==> src/rtl/baw_card_entry.sv <==
// Card-entry stage for the Black-and-White game: captures and validates each player's card and offers the pair to the comparator.
// Optional colour hint outputs are enabled with `define BAW_COLOR_HINT_EN.
module baw_card_entry #(
    parameter int NUM_CARDS = 9,
    parameter int CW        = 4
) (
    input  logic                 clk,
    input  logic                 reset,
    input  logic                 new_game,
    input  logic                 p1_sel,
    input  logic                 p2_sel,
    input  logic                 commit,
    input  logic [15:0]          sw,
    output logic [CW-1:0]        p1_handcard,
    output logic [CW-1:0]        p2_handcard,
    output logic                 cards_valid,
    input  logic                 cards_ready,
    output logic                 entry_err,
    output logic [NUM_CARDS-1:0] p1_used,
    output logic [NUM_CARDS-1:0] p2_used,
    output logic                 busy_p1,
    output logic                 busy_p2
`ifdef BAW_COLOR_HINT_EN
    ,
    output logic                 p1_color,
    output logic                 p2_color
`endif
);

    typedef enum logic [1:0] {
        IDLE     = 2'd0,
        P1_ENTRY = 2'd1,
        P2_ENTRY = 2'd2,
        OFFER    = 2'd3
    } state_t;

    state_t state_r;
    logic   p1Loaded_r;
    logic   p2Loaded_r;

    logic [NUM_CARDS-1:0] selBits_s;
    logic                 selOneHot_s;
    logic [CW-1:0]        selCard_s;
    logic                 p1Accept_s;
    logic                 p2Accept_s;
    logic                 unusedSw_s;

    function automatic logic isOneHot(input logic [NUM_CARDS-1:0] v);
        logic [4:0] cnt;
        cnt = 5'd0;
        for (int i = 0; i < NUM_CARDS; i++) begin
            cnt = cnt + {4'd0, v[i]};
        end
        return cnt == 5'd1;
    endfunction

    function automatic logic [CW-1:0] cardIndex(input logic [NUM_CARDS-1:0] v);
        logic [CW-1:0] idx;
        idx = {CW{1'b0}};
        for (int i = 0; i < NUM_CARDS; i++) begin
            if (v[i]) begin
                idx = CW'(i);
            end
        end
        return idx;
    endfunction

    function automatic logic [NUM_CARDS-1:0] cardMask(input logic [CW-1:0] idx);
        logic [NUM_CARDS-1:0] m;
        for (int i = 0; i < NUM_CARDS; i++) begin
            m[i] = (CW'(i) == idx);
        end
        return m;
    endfunction

    assign selBits_s   = sw[NUM_CARDS-1:0];
    assign selOneHot_s = isOneHot(selBits_s);
    assign selCard_s   = cardIndex(selBits_s);
    assign unusedSw_s  = ^sw;

    // A commit is accepted only for a single, not-yet-played card of the player whose window is open.
    assign p1Accept_s = (state_r == P1_ENTRY) && commit && selOneHot_s
                        && ((selBits_s & p1_used) == {NUM_CARDS{1'b0}});
    assign p2Accept_s = (state_r == P2_ENTRY) && commit && selOneHot_s
                        && ((selBits_s & p2_used) == {NUM_CARDS{1'b0}});

    // Entry FSM with loaded flags, handcards, used masks and all handshake/LED outputs.
    always_ff @(posedge clk) begin
        if (reset) begin
            state_r     <= IDLE;
            p1Loaded_r  <= 1'b0;
            p2Loaded_r  <= 1'b0;
            p1_handcard <= {CW{1'b0}};
            p2_handcard <= {CW{1'b0}};
            cards_valid <= 1'b0;
            entry_err   <= 1'b0;
            p1_used     <= {NUM_CARDS{1'b0}};
            p2_used     <= {NUM_CARDS{1'b0}};
            busy_p1     <= 1'b0;
            busy_p2     <= 1'b0;
        end else begin
            entry_err <= 1'b0;
            if (new_game) begin
                state_r     <= IDLE;
                p1Loaded_r  <= 1'b0;
                p2Loaded_r  <= 1'b0;
                p1_handcard <= {CW{1'b0}};
                p2_handcard <= {CW{1'b0}};
                cards_valid <= 1'b0;
                p1_used     <= {NUM_CARDS{1'b0}};
                p2_used     <= {NUM_CARDS{1'b0}};
                busy_p1     <= 1'b0;
                busy_p2     <= 1'b0;
            end else begin
                case (state_r)
                    IDLE: begin
                        // A commit in the same cycle suppresses any select.
                        if (!commit) begin
                            if (p1_sel && !p1Loaded_r) begin
                                state_r <= P1_ENTRY;
                                busy_p1 <= 1'b1;
                            end else if (p2_sel && !p2Loaded_r) begin
                                state_r <= P2_ENTRY;
                                busy_p2 <= 1'b1;
                            end
                        end
                    end
                    P1_ENTRY: begin
                        if (p1Accept_s) begin
                            p1_handcard <= selCard_s;
                            p1Loaded_r  <= 1'b1;
                            busy_p1     <= 1'b0;
                            if (p2Loaded_r) begin
                                state_r     <= OFFER;
                                cards_valid <= 1'b1;
                            end else begin
                                state_r <= IDLE;
                            end
                        end else if (commit) begin
                            entry_err <= 1'b1;
                        end
                    end
                    P2_ENTRY: begin
                        if (p2Accept_s) begin
                            p2_handcard <= selCard_s;
                            p2Loaded_r  <= 1'b1;
                            busy_p2     <= 1'b0;
                            if (p1Loaded_r) begin
                                state_r     <= OFFER;
                                cards_valid <= 1'b1;
                            end else begin
                                state_r <= IDLE;
                            end
                        end else if (commit) begin
                            entry_err <= 1'b1;
                        end
                    end
                    OFFER: begin
                        if (cards_ready) begin
                            p1_used     <= p1_used | cardMask(p1_handcard);
                            p2_used     <= p2_used | cardMask(p2_handcard);
                            p1Loaded_r  <= 1'b0;
                            p2Loaded_r  <= 1'b0;
                            cards_valid <= 1'b0;
                            state_r     <= IDLE;
                        end
                    end
                    default: begin
                        state_r <= IDLE;
                    end
                endcase
            end
        end
    end

`ifdef BAW_COLOR_HINT_EN
    // Colour hints track the parity of each newly accepted card.
    always_ff @(posedge clk) begin
        if (reset || new_game) begin
            p1_color <= 1'b0;
            p2_color <= 1'b0;
        end else begin
            if (p1Accept_s) begin
                p1_color <= selCard_s[0];
            end
            if (p2Accept_s) begin
                p2_color <= selCard_s[0];
            end
        end
    end
`endif

endmodule

==> config.mk <==
export PLATFORM = sky130hd
export DESIGN_NAME = baw_card_entry
export DESIGN_NICKNAME = d
export VERILOG_FILES = /design/src/rtl/baw_card_entry.sv
export SDC_FILE = /design/constraint.sdc
export NUM_CORES = 1
export LEC_CHECK = 0
export ABC_AREA = 1
export CAP_MARGIN = 20
export CORE_MARGIN = 4
export CORE_UTILIZATION = 43
export DETAILED_ROUTE_END_ITERATION = 10
export PLACE_DENSITY = 0.76
export RECOVER_POWER = 25
export SLEW_MARGIN = 25
export SYNTH_ARGS = -nofsm -noshare
export SYNTH_HDL_FRONTEND = slang
export SYNTH_SLANG_ARGS = --single-unit
export TNS_END_PERCENT = 20
==> constraint.sdc <==
create_clock -name clk -period 4.15 [get_ports clk]
set_input_delay 0.83 -clock clk [delete_from_list [all_inputs] [get_ports clk]]
set_output_delay 0.83 -clock clk [all_outputs]
set_load 0.01 [all_outputs]
==> flow_summary.yaml, run 1 <==
status:
  outcome: "finished, final reports clean"
route:
  detail-route-antenna-nets: 0
  wirelength_um: 5274
  drtIter0Drc: 124
  post_drt_wl_per_cell_um: 13.63
  post_drt_via_cell_ratio: 5.145
  vias: 1991
  drc: 0
  dr.pass1.iters: 4
timing:
  setup_ws_ns: 0.09685
  post-route-period-util_pct: 97.67
  post-route-min-period_ns: 4.053
  worst_pin_slew_ns: 0.7312
  fmax_mhz: 246.7
  slew_viol_final: 0
  skew_ns: 0.004133
  timing.slew.headroom_pct: 51.20
  hold_viol: 0
  rsz0062_at_grt: "no"
  finalSetupViolCount: 0
floorplan:
  die_h_um: 74.70
  initial_utilization_pct: 46.17
  die_w_um: 74.70
  rows: 23
  dieArea_um2: 5580
  io_pins: 53
  core_um2: 4144
grt:
  grt_max_degree: 24
  grt.overflow.total: 0
  grt_pass1_wl_um: 8514
  grt_pass1_vias: 1864
  antenna_found_initial: 0
  grt_usage_pct: 19.78
clock_network:
  clk_pin_slew_ns: 0.06
  cts_root_buf: "clkbuf_8"
  cts_buffer_depth: 2
  tritoncts: "built"
  clk_latency_ns: 0.28
  cts_made_buffers: 5
  holdBufCountCts: 0
  cts_sinks: 34
  h-tree-depth: 2
critical_path:
  endpoint_kind: "flip-flop"
  crit_chain: "dlygate4sd2_1 > inv_2 > fa_1 > fa_1 > fa_1 > inv_2 > fa_2 > inv_1 > fa_2 > nand3_2 > a21oi_4 > buf_6 > buf_4 > buf_4 > a21oi_1 > nor3_1"
  crit_top_cell: "fa_1"
  path_max_fanout: 4
  reg2regPathDepth: 11
  worstPathArrival_ns: 4.20
  worstSetupPathType: "input port to flip-flop"
  startpoint_type: "input port"
  critPathRequiredTime_ns: 4.29
  max_stage_delay_ns: 0.52
  cp_slowest_cell: "fa_1"
synth:
  async_reset_ff_share_pct: 0
  yosys_warnings: 0
  dominantRegCellSynth: "dfxtp_1"
  syn_nets: 311
  ys_types: 25
  synthCells: 276
  synth.avg_cell_area_um2: 6.931
  ys_seq_area_share_pct: 35.58
  ys_ff_latch: 34
  synth_edf_count: 0
  synth_top_area_share_pct: 35.58
  synth_common_cells: "nand2_1, inv_1, dfxtp_1, nor2_1, a21oi_1"
  synthTopCellsByArea: "dfxtp_1, nand2_1, inv_1"
  synthesis.area_um2: 1913
  synth_area_leader_cell: "dfxtp_1"
  yosys.cell_count.top_type: "nand2_1"
power:
  peakVddDrop_mv: 0.2682
  leakagePower_uw: 0.001129
  p_total_uw: 753.2
  p_per_area_nw_per_um2: 286.8
placed_design:
  gp_congestion: 0.8344
  dpl.hpwl_um: 4049
  port-buffer-count: 45
  dp_slack_ns: -0.4532
worst_hold_path:
  holdCritPathClass: "flip-flop to flip-flop"
  holdPathStages: 2
final_layout:
  nNetsFinal: 372
  num_antenna_cells: 0
  drive_gt1_share_pct: 11.57
  fill_cells: 388
  final_util_pct: 63.38
  area_growth_pct: 37.28
run:
  cap_viol_max_count: 0
-- through the flow --
| step | TNS [ns] | cell area (um2) | hold slack, ns | instances |
|---|---|---|---|---|
| 6_report | 0 | 2626 | 0.4613 | 387 |
| 5_1_grt | 0 | 2626 | 0.4945 | 387 |
| 3_5_place_dp | -6.170 | 2481 | 0.4576 | 376 |
| 3_3_place_gp | -4.725 | 2481 | 0.4510 | 376 |
| 4_1_cts | 0 | 2580 | 0.4679 | 384 |
| 2_1_floorplan | 0 | 1913 | 0.4829 | 276 |
-- power by group --
group	switching, uW	internal [uW]
combinational	109	84.0
sequential	2.72	330
clock	112	115
-- kinds of logic (layout without fill, tap and decap cells) --
logic type / after synthesis / count (layout) / share of synthesized area (%)
AND/OR/NAND/NOR: 121 / 122 / 28.32
adder cells (fa/ha/maj): 12 / 12 / 9.810
flip-flops: 34 / 34 / 35.58
buffers and inverters: 57 / 117 / 11.25
AO/OA/AOI/OAI: 52 / 52 / 15.04
-- cell type report --
cell class / instances / area (um2) / share of cell area, %
Sequential cell: 34 / 680.7 / 25.92
Timing Repair Buffer: 58 / 541.8 / 20.63
Clock buffer: 7 / 76.32 / 2.906
Inverter: 52 / 195.2 / 7.432
Tap cell: 50 / 62.56 / 2.382
Multi-Input combinational cell: 186 / 1070 / 40.73
-- cells in the final DEF, fill, tap and decap left out, types with 2 or more instances in the layout --
cell type,instances
nor2_4,2
ha_1,7
nand2_4,4
clkdlybuf4s50_1,28
nor2_1,33
nand3_1,13
a21oi_1,27
fa_2,2
inv_2,5
o21ai_0,6
nor3_1,4
a31oi_1,8
a21oi_2,2
buf_4,11
inv_1,46
nand4_1,8
o21ai_1,5
a211oi_1,2
clkbuf_1,3
dlygate4sd3_1,14
clkbuf_8,5
nand3_2,2
fa_1,3
nand2_1,52
dfxtp_1,34
-- worst paths after layout --
| path | start | end | slack [ns] |
|---|---|---|---|
| setup / recovery | sw[1] | p1_handcard[3]$_SDFFE_PP0P_ | 0.1 |
| hold reg to reg | busy_p2$_SDFFE_PP0P_ | busy_p2$_SDFFE_PP0P_ | 0.46 |
| setup reg to reg | state_r[1]$_SDFFE_PP0P_ | p1_handcard[0]$_SDFFE_PP0P_ | 2.26 |
| hold / removal | busy_p2$_SDFFE_PP0P_ | busy_p2$_SDFFE_PP0P_ | 0.46 |
-- worst max-delay path, delay by kind of cell --
| family | cells | cell delay (ns) |
|---|---|---|
| adder cells (fa/ha/maj) | 5 | 2.24 |
| AND/OR/NAND/NOR | 2 | 0.15 |
| buffers and inverters | 7 | 0.77 |
| AO/OA/AOI/OAI | 2 | 0.20 |
-- registers in the layout (all words and copies together) (netlist names) --
register     count
cards_valid      1
p2Loaded_r       1
p2_used          9
p1Loaded_r       1
p1_used          9
busy_p1          1
p2_handcard      4
entry_err        1
state_r          2
busy_p2          1
p1_handcard      4
-- metal layers --
metal	up-vias	GRT usage, %	share of wire, %
met5	-	0	0
met4	0	6.126	1.9
met3	11	4.406	6.9
met2	72	32.49	49
met1	901	25.97	42
li1	1007	-	-
-- timing repair --
| item | in CTS | in global routing |
|---|---|---|
| pin swaps | 7 | 7 |
| cloned | 0 | 1 |
| endpoints found under the setup margin | 15 | 14 |
| resized for setup | 12 | 11 |
| setup buffers | 1 | 2 |
(Power assumes the default switching activity.)
==> inputs of run 2 (changes only) <==
HOLD_SLACK_MARGIN = 0.08   (was unset)
==> results of run 2 <==
Same layout as run 1: the final DEF is identical, and so are final timing and power.
